--- config.mk ---
export PLATFORM = sky130hd
export DESIGN_NAME = cache_protocol_monitor_flat
export DESIGN_NICKNAME = d
export VERILOG_FILES = /design/src/rtl/cache_chk_pkg.sv /design/src/rtl/cache_protocol_monitor_if.sv /design/src/rtl/cache_chk_age_timer.sv /design/src/rtl/cache_protocol_monitor.sv /design/src/flat_wrapper.sv
export SDC_FILE = /design/constraint.sdc
export NUM_CORES = 1
export LEC_CHECK = 0
export CAP_MARGIN = 0
export CORE_MARGIN = 2
export CORE_UTILIZATION = 36
export CTS_CLUSTER_DIAMETER = 30
export CTS_CLUSTER_SIZE = 30
export DETAILED_ROUTE_END_ITERATION = 10
export GPL_TIMING_DRIVEN = 0
export PLACE_DENSITY = 0.69
export SLEW_MARGIN = 20
export SYNTH_ARGS = -nofsm -noshare
export SYNTH_HDL_FRONTEND = slang
export SYNTH_SLANG_ARGS = --single-unit
--- constraint.sdc ---
create_clock -name clock -period 2.8 [get_ports clock]
set_input_delay 0.56 -clock clock [delete_from_list [all_inputs] [get_ports clock]]
set_output_delay 0.56 -clock clock [all_outputs]
set_load 0.02 [all_outputs]
--- src/rtl/cache_chk_pkg.sv ---
// Shared types and constants for the L1 miss/refill protocol monitor.
package cache_chk_pkg;

  localparam int unsigned ERR_NUM    = 6;
  localparam int unsigned ERR_CODE_W = 3;

  localparam int unsigned ERR_HIT_MMIO  = 0;
  localparam int unsigned ERR_HIT_MISS  = 1;
  localparam int unsigned ERR_WB_ORDER  = 2;
  localparam int unsigned ERR_TIMEOUT   = 3;
  localparam int unsigned ERR_STATE_SEQ = 4;
  localparam int unsigned ERR_SPURIOUS  = 5;

  typedef logic [ERR_NUM-1:0] err_vec_t;

  typedef enum logic [2:0] {
    CHK_IDLE,
    CHK_WB_REQ,
    CHK_WB_RESP,
    CHK_RD_REQ,
    CHK_RD_RESP
  } chk_state_e;

  // Lowest set error code wins when several fire in the same cycle.
  function automatic logic [ERR_CODE_W-1:0] lowest_err_code(input err_vec_t v);
    lowest_err_code = '0;
    for (int i = ERR_NUM - 1; i >= 0; i--) begin
      if (v[i]) lowest_err_code = ERR_CODE_W'(i);
    end
  endfunction

endpackage

--- src/rtl/cache_protocol_monitor_if.sv ---
// Cache stage-3 / memory-port observation bus plus the monitor's result outputs.
interface cache_protocol_monitor_if #(
  parameter int unsigned TAG_WIDTH   = 39,
  parameter int unsigned STATE_WIDTH = 4,
  parameter int unsigned CNT_WIDTH   = 16
);
  import cache_chk_pkg::*;

  logic                   chk_en;
  logic                   cache_hit;
  logic                   miss;
  logic                   mmio;
  logic                   probe;
  logic [1:0]             flush;
  logic                   s3_meta_valid;
  logic                   s3_meta_dirty;
  logic [TAG_WIDTH-1:0]   s3_meta_tag;
  logic [STATE_WIDTH-1:0] s3_state;
  logic                   mem_req_valid;
  logic                   mem_req_ready;
  logic                   mem_req_is_write;
  logic                   mem_resp_valid;
  logic                   mem_resp_last;

  err_vec_t               err_vec;
  logic                   err_pulse;
  logic [ERR_CODE_W-1:0]  first_err_code;
  logic [TAG_WIDTH-1:0]   first_err_tag;
  logic [CNT_WIDTH-1:0]   miss_count;
  logic [CNT_WIDTH-1:0]   err_count;
  logic                   busy;

  modport master (
    output chk_en, cache_hit, miss, mmio, probe, flush,
           s3_meta_valid, s3_meta_dirty, s3_meta_tag, s3_state,
           mem_req_valid, mem_req_ready, mem_req_is_write,
           mem_resp_valid, mem_resp_last,
    input  err_vec, err_pulse, first_err_code, first_err_tag,
           miss_count, err_count, busy
  );

  modport slave (
    input  chk_en, cache_hit, miss, mmio, probe, flush,
           s3_meta_valid, s3_meta_dirty, s3_meta_tag, s3_state,
           mem_req_valid, mem_req_ready, mem_req_is_write,
           mem_resp_valid, mem_resp_last,
    output err_vec, err_pulse, first_err_code, first_err_tag,
           miss_count, err_count, busy
  );

endinterface

--- src/rtl/cache_chk_age_timer.sv ---
// Open-miss age counter; flags the cycle in which the age reaches MAX_LAT-1.
module cache_chk_age_timer #(
  parameter int unsigned MAX_LAT = 64
) (
  input  logic clock,
  input  logic reset,
  input  logic clear_i,
  input  logic enable_i,
  output logic expire_c_o
);

  localparam int unsigned AGE_W = $clog2(MAX_LAT);

  logic [AGE_W-1:0] age_q;
  logic [AGE_W-1:0] age_d;

  assign age_d      = age_q + AGE_W'(1);
  assign expire_c_o = enable_i && (age_d == AGE_W'(MAX_LAT - 1));

  always_ff @(posedge clock) begin
    if (reset || clear_i) begin
      age_q <= '0;
    end else if (enable_i) begin
      age_q <= age_d;
    end
  end

endmodule

--- src/rtl/cache_protocol_monitor.sv ---
// Protocol checker for the L1 miss/refill path: qualifier exclusivity plus
// per-miss ordering, state-step, spurious-response and latency tracking.
module cache_protocol_monitor
  import cache_chk_pkg::*;
#(
  parameter int unsigned TAG_WIDTH    = 39,
  parameter int unsigned STATE_WIDTH  = 4,
  parameter int unsigned S3_IDLE      = 0,
  parameter int unsigned S3_READ_REQ  = 1,
  parameter int unsigned S3_READ_WAIT = 2,
  parameter int unsigned MAX_LAT      = 64,
  parameter int unsigned CNT_WIDTH    = 16
) (
  input logic                     clock,
  input logic                     reset,
  cache_protocol_monitor_if.slave mon_if
);

  if (MAX_LAT < 4) begin : g_bad_max_lat
    $error("cache_protocol_monitor: MAX_LAT must be at least 4");
  end
  if (S3_IDLE == S3_READ_REQ || S3_IDLE == S3_READ_WAIT || S3_READ_REQ == S3_READ_WAIT) begin : g_bad_enc
    $error("cache_protocol_monitor: stage-3 state encodings must be distinct");
  end

  chk_state_e            state_q;
  logic [TAG_WIDTH-1:0]  tag_q;
  logic                  oneshot_q;
  logic                  hs_ok_q;
  logic                  busy_q;
  err_vec_t              err_vec_q;
  logic                  err_pulse_q;
  logic [ERR_CODE_W-1:0] first_code_q;
  logic [TAG_WIDTH-1:0]  first_tag_q;
  logic [CNT_WIDTH-1:0]  miss_cnt_q;
  logic [CNT_WIDTH-1:0]  err_cnt_q;

  logic     start_c, abort_c, timeout_c, expire_c, to_idle_c;
  logic     req_hs_c, rd_hs_c, resp_last_c;
  err_vec_t det_c, new_err_c;
  logic     flush_unused;

  assign flush_unused = mon_if.flush[0];

  cache_chk_age_timer #(.MAX_LAT(MAX_LAT)) u_age (
    .clock      (clock),
    .reset      (reset),
    .clear_i    (start_c),
    .enable_i   (state_q != CHK_IDLE),
    .expire_c_o (expire_c)
  );

  // Per-cycle violation detection; a flush abort silences the transaction checks.
  always_comb begin
    start_c     = (state_q == CHK_IDLE) && mon_if.miss && !mon_if.mmio &&
                  !mon_if.probe && !mon_if.flush[1];
    abort_c     = (state_q != CHK_IDLE) && mon_if.flush[1];
    timeout_c   = expire_c && !abort_c;
    req_hs_c    = mon_if.mem_req_valid && mon_if.mem_req_ready;
    rd_hs_c     = req_hs_c && !mon_if.mem_req_is_write;
    resp_last_c = mon_if.mem_resp_valid && mon_if.mem_resp_last;
    to_idle_c   = abort_c || timeout_c || ((state_q == CHK_RD_RESP) && resp_last_c);

    det_c                = '0;
    det_c[ERR_HIT_MMIO]  = mon_if.cache_hit && mon_if.mmio;
    det_c[ERR_HIT_MISS]  = mon_if.cache_hit && mon_if.miss;
    det_c[ERR_WB_ORDER]  = (state_q == CHK_WB_REQ) && rd_hs_c && !abort_c;
    det_c[ERR_TIMEOUT]   = timeout_c;
    det_c[ERR_STATE_SEQ] = oneshot_q && !abort_c &&
                           (!hs_ok_q || (mon_if.s3_state != STATE_WIDTH'(S3_READ_WAIT)));
    det_c[ERR_SPURIOUS]  = mon_if.mem_resp_valid && !abort_c &&
                           ((state_q == CHK_IDLE) || (state_q == CHK_WB_REQ) ||
                            (state_q == CHK_RD_REQ));
    new_err_c            = mon_if.chk_en ? det_c : '0;
  end

  always_ff @(posedge clock) begin
    if (reset) begin
      state_q   <= CHK_IDLE;
      tag_q     <= '0;
      oneshot_q <= 1'b0;
      hs_ok_q   <= 1'b0;
      busy_q    <= 1'b0;
    end else begin
      oneshot_q <= 1'b0;
      busy_q    <= start_c ? 1'b1 : (to_idle_c ? 1'b0 : busy_q);
      if (abort_c || timeout_c) begin
        state_q <= CHK_IDLE;
      end else begin
        case (state_q)
          CHK_IDLE: if (start_c) begin
            tag_q   <= mon_if.s3_meta_tag;
            state_q <= (mon_if.s3_meta_valid && mon_if.s3_meta_dirty) ? CHK_WB_REQ : CHK_RD_REQ;
          end
          CHK_WB_REQ: if (req_hs_c) begin
            state_q <= mon_if.mem_req_is_write ? CHK_WB_RESP : CHK_RD_RESP;
          end
          CHK_WB_RESP: if (resp_last_c) state_q <= CHK_RD_REQ;
          // Read handshake arms the next-cycle stage-3 state-step check.
          CHK_RD_REQ: if (rd_hs_c) begin
            state_q   <= CHK_RD_RESP;
            oneshot_q <= 1'b1;
            hs_ok_q   <= (mon_if.s3_state == STATE_WIDTH'(S3_READ_REQ));
          end
          CHK_RD_RESP: if (resp_last_c) state_q <= CHK_IDLE;
          default: state_q <= CHK_IDLE;
        endcase
      end
    end
  end

  // Sticky error capture and saturating statistics.
  always_ff @(posedge clock) begin
    if (reset) begin
      err_vec_q    <= '0;
      err_pulse_q  <= 1'b0;
      first_code_q <= '0;
      first_tag_q  <= '0;
      miss_cnt_q   <= '0;
      err_cnt_q    <= '0;
    end else begin
      err_pulse_q <= |new_err_c;
      if (|new_err_c) begin
        err_vec_q <= err_vec_q | new_err_c;
        if (err_vec_q == '0) begin
          first_code_q <= lowest_err_code(new_err_c);
          first_tag_q  <= tag_q;
        end
        if (err_cnt_q != '1) err_cnt_q <= err_cnt_q + CNT_WIDTH'(1);
      end
      if (start_c && (miss_cnt_q != '1)) miss_cnt_q <= miss_cnt_q + CNT_WIDTH'(1);
    end
  end

  assign mon_if.err_vec        = err_vec_q;
  assign mon_if.err_pulse      = err_pulse_q;
  assign mon_if.first_err_code = first_code_q;
  assign mon_if.first_err_tag  = first_tag_q;
  assign mon_if.miss_count     = miss_cnt_q;
  assign mon_if.err_count      = err_cnt_q;
  assign mon_if.busy           = busy_q;

endmodule

--- src/flat_wrapper.sv ---
// flat-port wrapper written by rule: the top's interface ports become plain ports
module cache_protocol_monitor_flat import cache_chk_pkg::*;
#(
  parameter int unsigned TAG_WIDTH    = 39,
  parameter int unsigned STATE_WIDTH  = 4,
  parameter int unsigned S3_IDLE      = 0,
  parameter int unsigned S3_READ_REQ  = 1,
  parameter int unsigned S3_READ_WAIT = 2,
  parameter int unsigned MAX_LAT      = 64,
  parameter int unsigned CNT_WIDTH    = 16
)
  (clock, reset, mon_if_chk_en, mon_if_cache_hit, mon_if_miss, mon_if_mmio, mon_if_probe, mon_if_flush, mon_if_s3_meta_valid, mon_if_s3_meta_dirty, mon_if_s3_meta_tag, mon_if_s3_state, mon_if_mem_req_valid, mon_if_mem_req_ready, mon_if_mem_req_is_write, mon_if_mem_resp_valid, mon_if_mem_resp_last, mon_if_err_vec, mon_if_err_pulse, mon_if_first_err_code, mon_if_first_err_tag, mon_if_miss_count, mon_if_err_count, mon_if_busy);
  cache_protocol_monitor_if #(.TAG_WIDTH(TAG_WIDTH), .STATE_WIDTH(STATE_WIDTH), .CNT_WIDTH(CNT_WIDTH)) mon_if_i ();
  input logic clock;
  input logic reset;
  input wire logic [$bits(mon_if_i.chk_en)-1:0] mon_if_chk_en;
  input wire logic [$bits(mon_if_i.cache_hit)-1:0] mon_if_cache_hit;
  input wire logic [$bits(mon_if_i.miss)-1:0] mon_if_miss;
  input wire logic [$bits(mon_if_i.mmio)-1:0] mon_if_mmio;
  input wire logic [$bits(mon_if_i.probe)-1:0] mon_if_probe;
  input wire logic [$bits(mon_if_i.flush)-1:0] mon_if_flush;
  input wire logic [$bits(mon_if_i.s3_meta_valid)-1:0] mon_if_s3_meta_valid;
  input wire logic [$bits(mon_if_i.s3_meta_dirty)-1:0] mon_if_s3_meta_dirty;
  input wire logic [$bits(mon_if_i.s3_meta_tag)-1:0] mon_if_s3_meta_tag;
  input wire logic [$bits(mon_if_i.s3_state)-1:0] mon_if_s3_state;
  input wire logic [$bits(mon_if_i.mem_req_valid)-1:0] mon_if_mem_req_valid;
  input wire logic [$bits(mon_if_i.mem_req_ready)-1:0] mon_if_mem_req_ready;
  input wire logic [$bits(mon_if_i.mem_req_is_write)-1:0] mon_if_mem_req_is_write;
  input wire logic [$bits(mon_if_i.mem_resp_valid)-1:0] mon_if_mem_resp_valid;
  input wire logic [$bits(mon_if_i.mem_resp_last)-1:0] mon_if_mem_resp_last;
  output wire logic [$bits(mon_if_i.err_vec)-1:0] mon_if_err_vec;
  output wire logic [$bits(mon_if_i.err_pulse)-1:0] mon_if_err_pulse;
  output wire logic [$bits(mon_if_i.first_err_code)-1:0] mon_if_first_err_code;
  output wire logic [$bits(mon_if_i.first_err_tag)-1:0] mon_if_first_err_tag;
  output wire logic [$bits(mon_if_i.miss_count)-1:0] mon_if_miss_count;
  output wire logic [$bits(mon_if_i.err_count)-1:0] mon_if_err_count;
  output wire logic [$bits(mon_if_i.busy)-1:0] mon_if_busy;
  assign mon_if_i.chk_en = mon_if_chk_en;
  assign mon_if_i.cache_hit = mon_if_cache_hit;
  assign mon_if_i.miss = mon_if_miss;
  assign mon_if_i.mmio = mon_if_mmio;
  assign mon_if_i.probe = mon_if_probe;
  assign mon_if_i.flush = mon_if_flush;
  assign mon_if_i.s3_meta_valid = mon_if_s3_meta_valid;
  assign mon_if_i.s3_meta_dirty = mon_if_s3_meta_dirty;
  assign mon_if_i.s3_meta_tag = mon_if_s3_meta_tag;
  assign mon_if_i.s3_state = mon_if_s3_state;
  assign mon_if_i.mem_req_valid = mon_if_mem_req_valid;
  assign mon_if_i.mem_req_ready = mon_if_mem_req_ready;
  assign mon_if_i.mem_req_is_write = mon_if_mem_req_is_write;
  assign mon_if_i.mem_resp_valid = mon_if_mem_resp_valid;
  assign mon_if_i.mem_resp_last = mon_if_mem_resp_last;
  assign mon_if_err_vec = mon_if_i.err_vec;
  assign mon_if_err_pulse = mon_if_i.err_pulse;
  assign mon_if_first_err_code = mon_if_i.first_err_code;
  assign mon_if_first_err_tag = mon_if_i.first_err_tag;
  assign mon_if_miss_count = mon_if_i.miss_count;
  assign mon_if_err_count = mon_if_i.err_count;
  assign mon_if_busy = mon_if_i.busy;
  cache_protocol_monitor #(.TAG_WIDTH(TAG_WIDTH), .STATE_WIDTH(STATE_WIDTH), .S3_IDLE(S3_IDLE), .S3_READ_REQ(S3_READ_REQ), .S3_READ_WAIT(S3_READ_WAIT), .MAX_LAT(MAX_LAT), .CNT_WIDTH(CNT_WIDTH)) u_core (.clock(clock), .reset(reset), .mon_if(mon_if_i));
endmodule
======== Word-level counts from Yosys, hierarchy flattened ========
Index checks and enable logic that the tools add are counted.
word-level totals
  flip-flop bits (word level) ............. 132
  latch bits .............................. 0
  memory bits (writable) .................. 0
  bits in read-only memories .............. 0
  bits of input ports ..................... 59
  memories ................................ 0
operators by class
  $add $sub $neg .......................... 3
  multipliers ............................. 0
  div/mod/pow operators ................... 0
  order comparisons ....................... 0
  equal/unequal tests ..................... 14
  shifts and indexed selects .............. 0
  mux-type cells .......................... 18
  bitwise logic cells ..................... 3
  reductions and logical operators ........ 45
operators with widths
  kind                     count
  $mux W3                  12
  $add A16 B1 Y16 const B  2
  $ne A16 B16 Y1 const B   2
  $logic_and A1 B1 Y1      21
  $pmux W3 S5              1
  $ne A2 B1 Y1 const B     5
  $add A6 B1 Y6 const B    1
  $eq A3 B2 Y1 const B     2
  $eq A6 B6 Y1 const B     1
  $logic_not A1 Y1         6
  $logic_not A6 Y1         1
  $logic_or A1 B1 Y1       6
  $mux W6                  1
  $or A6 B6 Y6             1
  $reduce_and A3 Y1        2
  $reduce_or A6 Y1         1
  $reduce_and A5 Y1        1
  $eq A4 B1 Y1 const B     1
  $ne A4 B2 Y1 const B     1
  $reduce_and A2 Y1        2
  $eq A3 B1 Y1 const B     1
  $eq A3 B3 Y1 const B     1
  $logic_not A3 Y1         1
  $mux W1                  3
  6 further kinds          7

======== Depth between registers and ports, before layout ========
Gate-level depths: netlist of the first run.
  depth after elaboration ................. 12
  gate-level depth with buffers ........... 9

======== Hierarchy ========
A second synthesis of the first run with hierarchy kept.
unflattened totals
  cells, all modules ...................... 664
  area, all modules ....................... 5325.1 um^2
by module, submodules not included
  module                  instances  cells an instance  area each (um^2)  sequential area each (um^2)
  cache_protocol_monitor  1          624                4979.8            2522.4
  cache_chk_age_timer     1          40                 345.3             120.1

======== Least setup slack after synthesis of the first run ========
Ideal clock, no wire load.
  kind .................................... input -> register
  from .................................... input port mon_if_mem_req_valid
  to ...................................... register u_core.err_cnt_q[12] (netlist: u_core.mon_if.err_count[12])
  data arrival time ....................... 2177 ps
  required time ........................... 2677 ps
  path slack .............................. 500 ps
  stages .................................. 7
  cell sequence ........................... nand2_1 -> or4_4 -> a31oi_2 -> a31oi_4 -> buf_6 -> nor4b_1 -> mux2_1
between the ends
  cells in the longest elaborated chain, start to end .. 7
RTL lines
  what                                line                           RTL
  from (decl)                         flat_wrapper.sv:26             input wire logic [$bits(mon_if_i.mem_req_valid)-1:0] mon_if_mem_req_valid;
  $logic_and A1 B1 Y1                 cache_protocol_monitor.sv:59   req_hs_c = mon_if.mem_req_valid && mon_if.mem_req_ready;
  $logic_and A1 B1 Y1                 cache_protocol_monitor.sv:60   rd_hs_c = req_hs_c && !mon_if.mem_req_is_write;
  $logic_and A1 B1 Y1 (2 in series)   cache_protocol_monitor.sv:67   det_c[ERR_WB_ORDER] = (state_q == CHK_WB_REQ) && rd_hs_c && !abort_c;
  $mux W6                             cache_protocol_monitor.sv:74   new_err_c = mon_if.chk_en ? det_c : '0;
  $reduce_or A6 Y1                    cache_protocol_monitor.sv:123  if (|new_err_c) begin
  $reduce_and A2 Y1 (no source line)  -
  to (signal assigned)                cache_protocol_monitor.sv:129  if (err_cnt_q != '1) err_cnt_q <= err_cnt_q + CNT_WIDTH'(1);
  to (decl)                           cache_protocol_monitor.sv:36   logic [CNT_WIDTH-1:0] err_cnt_q;
Every way passes these cells.
A chain may end at the register's enable or synchronous reset.

======== Worst setup path after layout of the first run ========
  from .................................... input port mon_if_flush[1]
  to ...................................... register u_core.tag_q[9]
between the ends
  cells in the longest elaborated chain, start to end .. 6
  elaborated cells between the ends (all ways) .. 8
  classes of those cells .................. bitwise (1); reduce/logical (7)
RTL lines
  what                                  line                          RTL
  from (decl)                           flat_wrapper.sv:21            input wire logic [$bits(mon_if_i.flush)-1:0] mon_if_flush;
  $logic_and A1 B1 Y1                   cache_protocol_monitor.sv:57  abort_c = (state_q != CHK_IDLE) && mon_if.flush[1];
  $logic_not A1 Y1                      cache_protocol_monitor.sv:58  timeout_c = expire_c && !abort_c;
  $logic_and A1 B1 Y1                   cache_protocol_monitor.sv:58
  $logic_or A1 B1 Y1                    cache_protocol_monitor.sv:87  if (abort_c || timeout_c) begin
  $not A1 Y1 (no source line)           -
  $reduce_and A3 Y1 (no source line) *  -
  to (signal assigned)                  cache_protocol_monitor.sv:92  tag_q <= mon_if.s3_meta_tag;
  to (decl)                             cache_protocol_monitor.sv:27  logic [TAG_WIDTH-1:0] tag_q;
Every way passes the cells marked *; elsewhere a longest branch is shown, timed or not.

==> results.toml, run 1 <==
[cts]
clk_pin_slew_ps = 60
cts_made_buffers = 17
clockBufferDepth = 2
cts_tree = "done"
cts-root-buf = "clkbuf_16"
worstSkewPairLatency_ps = 420
htree_levels = 4
cts.sinks = 132

[die]
rows = 45
start_util_pct = 36.9
fp.dieH_um = 129
io_pins = 141
dieArea_um2 = 16600
core-area_um2 = 15200
die_w_um = 129

[routing]
drtAntennaViolNets = 0
drc = 0
firstDrtPassIters = 4
num_vias = 5132
drt-total-wl_um = 15200
vias_per_cell = 5.02
wire_per_inst_um = 14.9
drt_iter0_markers = 294

[global_route]
grt_pass1_wl_um = 24500
gr-total-overflow = 0
grt_pass1_vias = 4746
antenna_found_initial = 0
grt.total_usage_pct = 18.8
grt_max_degree = 17

[power]
power.leakage_nw = 2.73
power_density_nw_per_um2 = 581
vdd_drop_max_v = 0.000381

[sta]
period_share_pct = 94.4
slew_violations = 0
fin_ws_ps = 156
setup_viol = 0
hold_violations = 0
totalNegativeSetupSlack_ps = 0
relSlewSlack_pct = 56.8
hold_slack_ps = 455
final.setup_skew_ps = 6.85
post-route-min-period_ps = 2640
rsz0062_at_grt = "no"
tightest_slew_ps = 648
timing.fmax_ghz = 0.378

[cells_and_area]
post-route-util_pct = 51.6
synthToLayoutAreaGrowth_pct = 40.1
regArea_um2 = 2640
multi_input_area_um2 = 2750
drive_gt1_share_pct = 6.59
fill_cells = 1448
final_area_um2 = 7850
diodes = 0
design.final.nets = 884

[synth]
synth.area.mux_share_pct = 8.68
synth_compound_area_share_pct = 11.8
syn_nets = 726
syn_area_per_cell_um2 = 8.45
ys_ff_latch = 132
yosys.area_share.adder_pct = 0.893
seq_area_frac_synth_pct = 47.2
synth.distinct_cells = 59
synth.cell_area_um2 = 5600
synth_flop_cell = "dfxtp_1"
synthCells = 663
synth_edf_count = 0
ys_async_sr_fraction_pct = 0
yosys_warnings = 0
synth_top_family_by_area = "simple AND/OR/NAND/NOR gates"
synthXorXnorAreaFrac_pct = 2.97
synth-simple-area-share_pct = 24.6

[place]
post-place-ws_ps = -488
dpl-instance-area_um2 = 7230
dp_hpwl_um = 10800
portBuffers = 139
gp_congestion = 0.851

[setup_path]
arrival_ps = 2920
worstSetupPathType = "in -> reg"
end_kind = "register"
rrSetupSlack_ps = 310
cp.required_ps = 3080
start_kind = "primary input"
cp_max_fo = 10

[flow_run]
max-cap-violations = 0

[min_path]
min_path_type = "reg -> reg"

[outcome]
run_status = "finished, final reports clean"
-- area by class of cell --
cell class | count | share of cell area, %
clock buffers | 22 | 6.17
inverters | 10 | 0.478
plain buffers | 40 | 2.37
clock inverters | 10 | 1.56
well taps | 188 | 3.00
flip-flops and latches | 132 | 33.7
multi-input cells | 481 | 35.0
repair buffers | 139 | 17.7
-- synthesized netlist by cell type (2+ instances only) --
cell type | n | area (um2)
mux2i_1 | 43 | 430
or3_1 | 4 | 25.0
buf_1 | 3 | 11.3
o211ai_1 | 2 | 15.0
a21oi_1 | 61 | 305
o41ai_1 | 3 | 26.3
a31oi_1 | 5 | 31.3
inv_1 | 9 | 33.8
buf_4 | 3 | 22.5
nor4b_1 | 2 | 17.5
nand4_1 | 11 | 68.8
nor3b_1 | 2 | 15.0
nand2_1 | 176 | 661
o21ai_1 | 3 | 15.0
o31ai_1 | 9 | 67.6
and4_1 | 2 | 17.5
xor2_1 | 13 | 114
dfxtp_1 | 132 | 2640
clkbuf_1 | 27 | 101
nand3_1 | 18 | 90.1
nor4_1 | 4 | 25.0
nor2b_1 | 5 | 31.3
nand2b_1 | 4 | 25.0
o211a_1 | 3 | 30.0
nor3_1 | 10 | 50.1
buf_6 | 2 | 22.5
or4_1 | 9 | 67.6
ha_1 | 4 | 50.1
and3_1 | 5 | 31.3
buf_2 | 5 | 25.0
xnor2_1 | 6 | 52.6
mux2_1 | 5 | 56.3
nor2_1 | 47 | 176
-- per-stage QoR --
stage               total power [W]  instances
floorplan                   0.00217        663
global placement            0.00236        990
detailed placement          0.00236        990
CTS                         0.00461       1022
global route                0.00474       1022
finish                      0.00456       1022
-- sequential cells by signal, summed over array words and instances, names as in the netlist --
register                      cells
u_core.mon_if.first_err_tag      39
u_core.tag_q                     39
u_core.mon_if.err_count          16
u_core.mon_if.miss_count         16
u_core.mon_if.err_vec             6
u_core.u_age.age_q                6
u_core.mon_if.first_err_code      3
u_core.state_q                    3
u_core.hs_ok_q                    1
u_core.mon_if.busy                1
u_core.mon_if.err_pulse           1
u_core.oneshot_q                  1
-- path summary, 6_finish.rpt --
| check | start | endpoint | cells after the start |
|---|---|---|---|
| worst max-delay path | mon_if_flush[1] | u_core.tag_q[9] | 8 |
| worst max register to register | u_core.u_age.age_q[1] | u_core.mon_if.first_err_tag[35] | 8 |
| worst min register to register | u_core.mon_if.first_err_tag[5] | u_core.mon_if.first_err_tag[5] | 2 |
| worst min-delay path | u_core.mon_if.first_err_tag[5] | u_core.mon_if.first_err_tag[5] | 2 |
-- layer usage --
layer	share of wire, %	global-route usage (%)	vias to the layer above
li1	-	-	2590
met1	47	25.4	2401
met2	47	29.6	124
met3	5.0	4.12	17
met4	1.1	6.78	0
met5	0	0	-
-- placed cells by master (no fill, tap or decap), types with 9 or more instances in the layout --
master | synthesis | routed
a21oi_1 | 61 | 61
clkbuf_1 | 27 | 25
clkbuf_16 | 0 | 17
clkdlybuf4s50_1 | 0 | 139
dfxtp_1 | 132 | 132
inv_1 | 9 | 9
mux2i_1 | 43 | 43
nand2_1 | 176 | 176
nand3_1 | 18 | 18
nand4_1 | 11 | 11
nor2_1 | 47 | 46
nor3_1 | 10 | 10
o31ai_1 | 9 | 9
or4_1 | 9 | 9
xor2_1 | 13 | 13
-- worst max-delay path: stages --
cell and delay, ps:
clkdlybuf4s50_1 510, or4b_1 660, or2_1 240, clkbuf_1 150, clkbuf_1 260, buf_1 300, nand2_1 150, a21oi_1 70
-- where the power goes --
part,switching (W),internal [W]
clock,0.000833,0.00141
sequential,0.0000216,0.00191
combinational,0.000209,0.000178
total,0.00106,0.00350
-- what timing repair did --
| action | CTS | global route |
|---|---|---|
| buffers inserted | 0 | 0 |
| setup endpoints to repair | 23 | 33 |
| resized for setup | 2 | 5 |
| hold buffers | 0 | 0 |
| pin swaps | 0 | 0 |
-- cells by family (layout without fill, tap and decap cells) --
| family | count (synthesis) | in the layout |
|---|---|---|
| compound gates | 103 | 103 |
| fa+ha+maj | 4 | 4 |
| xor+xnor | 19 | 19 |
| buf+inv | 50 | 221 |
| flops | 132 | 132 |
| simple gates | 307 | 307 |
| mux | 48 | 48 |
Note: power is estimated with default switching activity, not from simulation.
==> run 2: changes to the inputs <==
RECOVER_POWER = 100   (was default)
==> run 2 against run 1 <==
  * Fmax decreased by 0.50%
  * Clock power about the same
  * Flip-flop and latch count unchanged
  * Highest routed layer unchanged
  * Sequential share of layout area about the same
  * Critical path type unchanged
  * Critical path depth unchanged
  * Design area about the same
  * Register-to-register slack got worse by 20 ps
  * Global-route usage unchanged
==> results.toml, run 2 (same netlist as run 1, synthesis figures left out) <==
[global_route]
grt_pass1_vias = 4746
gr-total-overflow = 0
grt_pass1_wl_um = 24500
antenna_found_initial = 0
grt_max_degree = 17
grt.total_usage_pct = 18.8

[cells_and_area]
mostFrequentLayoutCell = "nand2_1"
drive_gt1_share_pct = 6.47
design.final.nets = 884
synthToLayoutAreaGrowth_pct = 40.0
post-route-util_pct = 51.6
fill_cells = 1450
final_cell_mix = "176 x nand2_1, 132 x dfxtp_1, 83 x dlygate4sd3_1"
final_cells = 1022
diodes = 0

[outcome]
run_status = "finished, final reports clean"

[routing]
drc = 0
drt-total-wl_um = 15200
drt_iter0_markers = 270
num_vias = 5156
firstDrtPassIters = 4
drtAntennaViolNets = 0
wire_per_inst_um = 14.9
vias_per_cell = 5.05

[cts]
cts_made_buffers = 17
postCtsHoldBufs = 0
cts_tree = "done"
cts.sinks = 132
clockBufferDepth = 2
worstSkewPairLatency_ps = 420
htree_levels = 4
clk_pin_slew_ps = 60
cts-root-buf = "clkbuf_16"

[power]
vdd_drop_max_v = 0.000388
power.leakage_nw = 3.02
internal_power_w = 0.00349
switching_share_pct = 23.4
clockPowerShare_pct = 49.3
power_density_nw_per_um2 = 581
power.switching_w = 0.00107
p_comb_share_pct = 8.4
pwr-share-seq_pct = 42.3

[sta]
rsz0062_at_grt = "no"
tightest_slew_ps = 657
period_share_pct = 94.9
final.setup_skew_ps = 6.39
hold_violations = 0
post-route-min-period_ps = 2660
slew_violations = 0
relSlewSlack_pct = 56.1
setup_viol = 0
timing.fmax_ghz = 0.376

[setup_path]
arrival_ps = 2940
reg2regPathDepth = 8
rr_startpoint = "u_core.u_age.age_q[1]"
start_kind = "primary input"
worst_r2r_endpoint = "u_core.mon_if.first_err_tag[35]"
critPathBufInv = 4
crit_path_max_incr_delay_ps = 670
rrSetupSlack_ps = 290
path_cells = "clkdlybuf4s50_1 -> or4b_1 -> or2_1 -> clkbuf_1 -> clkbuf_1 -> clkbuf_1 -> nand2_1 -> a21oi_1"
slowest_stage = "or4b_1"
crit_family = "buffers and inverters"
worstSetupPathType = "in -> reg"
cp.required_ps = 3090
critPathMostFrequentCell = "clkbuf_1"
cp_max_fo = 10
end_kind = "register"

[die]
start_util_pct = 36.9
core-area_um2 = 15200
fp.dieH_um = 129
dieArea_um2 = 16600
die_w_um = 129
rows = 45
io_pins = 141

[min_path]
whs_endpoint = "u_core.mon_if.first_err_tag[5]"
min_path_type = "reg -> reg"
hp-start = "u_core.mon_if.first_err_tag[5]"
hold_path_depth = 2

[place]
gp_congestion = 0.851
dp.cells = 990
dp_hpwl_um = 10800
portBuffers = 139

[flow_run]
max-cap-violations = 0
## run 2: layout make-up
class | count | area, um2 | share of cell area (%)
multi-input cells | 481 | 2750 | 35.0
flip-flops and latches | 132 | 2640 | 33.7
repair buffers | 139 | 1390 | 17.7
clock buffers | 22 | 484 | 6.17
well taps | 188 | 235 | 3.00
plain buffers | 40 | 186 | 2.38
clock inverters | 10 | 123 | 1.56
inverters | 10 | 37.5 | 0.478
## run 2: what timing repair did
item | in CTS | in global routing
endpoints found under the setup margin | 23 | 33
gates resized for setup | 2 | 5
pin swaps | 0 | 0
setup buffers | 0 | 0
## run 2: power groups by stage
stage               Clock [W]  Sequential [W]  Combinational (W)
finish                0.00225         0.00193           0.000382
global placement            0         0.00197           0.000385
floorplan                   0         0.00198           0.000191
CTS                   0.00229         0.00193           0.000391
global route          0.00239         0.00193           0.000418
detailed placement          0         0.00197           0.000387
## run 2: worst min-delay path, stage by stage, from the launching register on
cell and delay, ps:
dfxtp_1 300, nand2_1 50, mux2i_1 50
## run 2: worst max path at each step
stage | cells past startpoint | slack, ps | from | end
final | 8 | 140 | mon_if_flush[1] | u_core.tag_q[9]
after global routing | 9 | 10 | mon_if_mem_req_ready | u_core.mon_if.first_err_tag[35]
after CTS | 7 | 1 | mon_if_flush[1] | u_core.tag_q[1]
after detailed placement | 8 | -490 | mon_if_s3_state[0] | u_core.mon_if.first_err_tag[38]
after global placement | 9 | -460 | mon_if_s3_state[1] | u_core.mon_if.first_err_tag[38]
after floorplan | 7 | 500 | mon_if_mem_req_valid | u_core.mon_if.err_count[12]
## run 2: layer usage
| layer | wire (um) | share of wire, % | track usage (%) |
|---|---|---|---|
| met5 | 0 | 0 | 0 |
| met4 | 207 | 1.4 | 6.78 |
| met3 | 733 | 4.8 | 4.12 |
| met2 | 7050 | 46 | 29.6 |
| met1 | 7200 | 47 | 25.4 |
## run 2: metrics by stage
step	total power [W]	instance area [um2]	TNS [ps]	hold WS (ps)	worst slack, ps
finish	0.00456	7850	0	452	143
global route	0.00474	7850	0	465	10.7
global placement	0.00236	7230	-33930	442	-461
floorplan	0.00217	5600	0	436	500
CTS	0.00461	7850	0	455	1.08
detailed placement	0.00236	7230	-36200	447	-488
==> run 3: changes to the inputs <==
CAP_MARGIN = 20   (was 0)
clock period = 3 ns   (was 2.8 ns; I/O delays follow)
==> run 3 against run 2 <==
  * Utilization decreased by 0.074 points
  * Non-clock buffer count unchanged
  * Final cell count unchanged
  * Combinational power decreased by 7.9%
  * First-iteration DRC count unchanged
  * Setup slack improved by 57 ps
  * Die area unchanged
  * Critical endpoint unchanged
==> results.toml, run 3 (same netlist as run 1, synthesis figures left out) <==
[place]
post-place-ws_ps = -328
dp_hpwl_um = 10800
portBuffers = 139
dp.cells = 990
gp_congestion = 0.851

[setup_path]
worstSetupPathType = "in -> reg"
critPathMostFrequentCell = "clkbuf_1"
cp.required_ps = 3290
crit_family = "buffers and inverters"
arrival_ps = 3090
critPathBufInv = 4
slowest_stage = "or4b_1"
path_cells = "dlygate4sd3_1 -> or4b_1 -> or2_1 -> clkbuf_1 -> clkbuf_1 -> clkbuf_1 -> nand2_1 -> a21oi_1"
end_kind = "register"
start_kind = "primary input"
cp_max_fo = 10
crit_path_max_incr_delay_ps = 660

[cts]
htree_levels = 4
cts_tree = "done"
clk_pin_slew_ps = 60
cts.sinks = 132
postCtsHoldBufs = 0
clockBufferDepth = 2
worstSkewPairLatency_ps = 420
cts-root-buf = "clkbuf_16"
cts_setup_buffers = 0
cts_made_buffers = 17

[cells_and_area]
final_cells = 1022
mostFrequentLayoutCell = "nand2_1"
synthToLayoutAreaGrowth_pct = 39.8
multi_input_area_um2 = 2750
final_cell_mix = "176 x nand2_1, 132 x dfxtp_1, 84 x dlygate4sd3_1"
diodes = 0
design.final.nets = 884
regArea_um2 = 2640
drive_gt1_share_pct = 6.12
fill_cells = 1451

[power]
power.leakage_nw = 3.01
power_density_nw_per_um2 = 543
vdd_drop_max_v = 0.000364

[global_route]
grt_max_degree = 17
grt.total_usage_pct = 18.8
gr-total-overflow = 0
antenna_found_initial = 0
grt_pass1_wl_um = 24500
grt_pass1_vias = 4747

[sta]
timing.fmax_ghz = 0.357
relSlewSlack_pct = 56.9
tightest_slew_ps = 647
rsz0062_at_grt = "no"
setup_viol = 0
hold_violations = 0
final.setup_skew_ps = 6.38
period_share_pct = 93.3
fin_ws_ps = 200
post-route-min-period_ps = 2800
slew_violations = 0
hold_slack_ps = 452

[routing]
drtAntennaViolNets = 0
drt_iter0_markers = 270
num_vias = 5134
wire_per_inst_um = 14.9
drc = 0
vias_per_cell = 5.02
firstDrtPassIters = 4
drt-total-wl_um = 15200

[outcome]
run_status = "finished, final reports clean"

[die]
fp.dieH_um = 129
dieArea_um2 = 16600
io_pins = 141
die_w_um = 129
core-area_um2 = 15200
rows = 45
start_util_pct = 36.9

[min_path]
min_path_type = "reg -> reg"

[flow_run]
max-cap-violations = 0
run 3: through the flow:
stage / setup TNS [ps] / power, W / instance area, um2 / util (%)
final: 0 / 0.00425 / 7840 / 51.5
after global routing: 0 / 0.00442 / 7840 / 51.5
after CTS: 0 / 0.00430 / 7840 / 51.6
after detailed placement: -19110 / 0.00220 / 7230 / 47.6
after global placement: -16700 / 0.00220 / 7230 / 47.6
after floorplan: 0 / 0.00203 / 5600 / -
run 3: area by class of cell:
class / instances / share of cell area [%]
inverter: 10 / 0.479
sequential: 132 / 33.7
clock buffer: 22 / 6.18
clock inverter: 10 / 1.56
tap: 188 / 3.00
multi-input combinational: 481 / 35.0
timing repair buffer: 139 / 17.8
buffer: 40 / 2.27
run 3: repair_timing:
| action | CTS | global route |
|---|---|---|
| hold endpoints to repair | 0 | 0 |
| gates resized for setup | 0 | 7 |
| setup endpoints to repair | 0 | 22 |
run 3: metal layers:
| metal | global-route usage (%) | up-vias | wire (um) |
|---|---|---|---|
| met5 | 0 | - | 0 |
| met4 | 6.78 | 0 | 222 |
| met1 | 25.3 | 2399 | 7140 |
| met3 | 4.12 | 21 | 782 |
| li1 | - | 2590 | - |
| met2 | 29.6 | 124 | 7040 |
run 3: report_power, final:
group          internal (W)  switching [W]  total (W)
registers           0.00178      0.0000197    0.00180
clock network       0.00132       0.000782    0.00210
logic              0.000158       0.000194   0.000352
total               0.00326       0.000996    0.00425
run 3: final timing paths:
check	start	to	slack, ps	cells past startpoint
max	mon_if_flush[1]	u_core.tag_q[9]	200	8
min	u_core.mon_if.first_err_tag[5]	u_core.mon_if.first_err_tag[5]	450	2
max reg2reg	u_core.u_age.age_q[1]	u_core.mon_if.err_count[12]	420	7
min reg2reg	u_core.mon_if.first_err_tag[5]	u_core.mon_if.first_err_tag[5]	450	2
run 3: worst register-to-register path: cells and delay by family (launching register included):
kind | cells | cell delay [ps]
AOI/OAI and AO/OA | 1 | 150
adders and majority gates | 1 | 270
buffers and inverters | 1 | 250
DFF | 1 | 360
muxes | 1 | 360
and+or+nand+nor | 3 | 1070
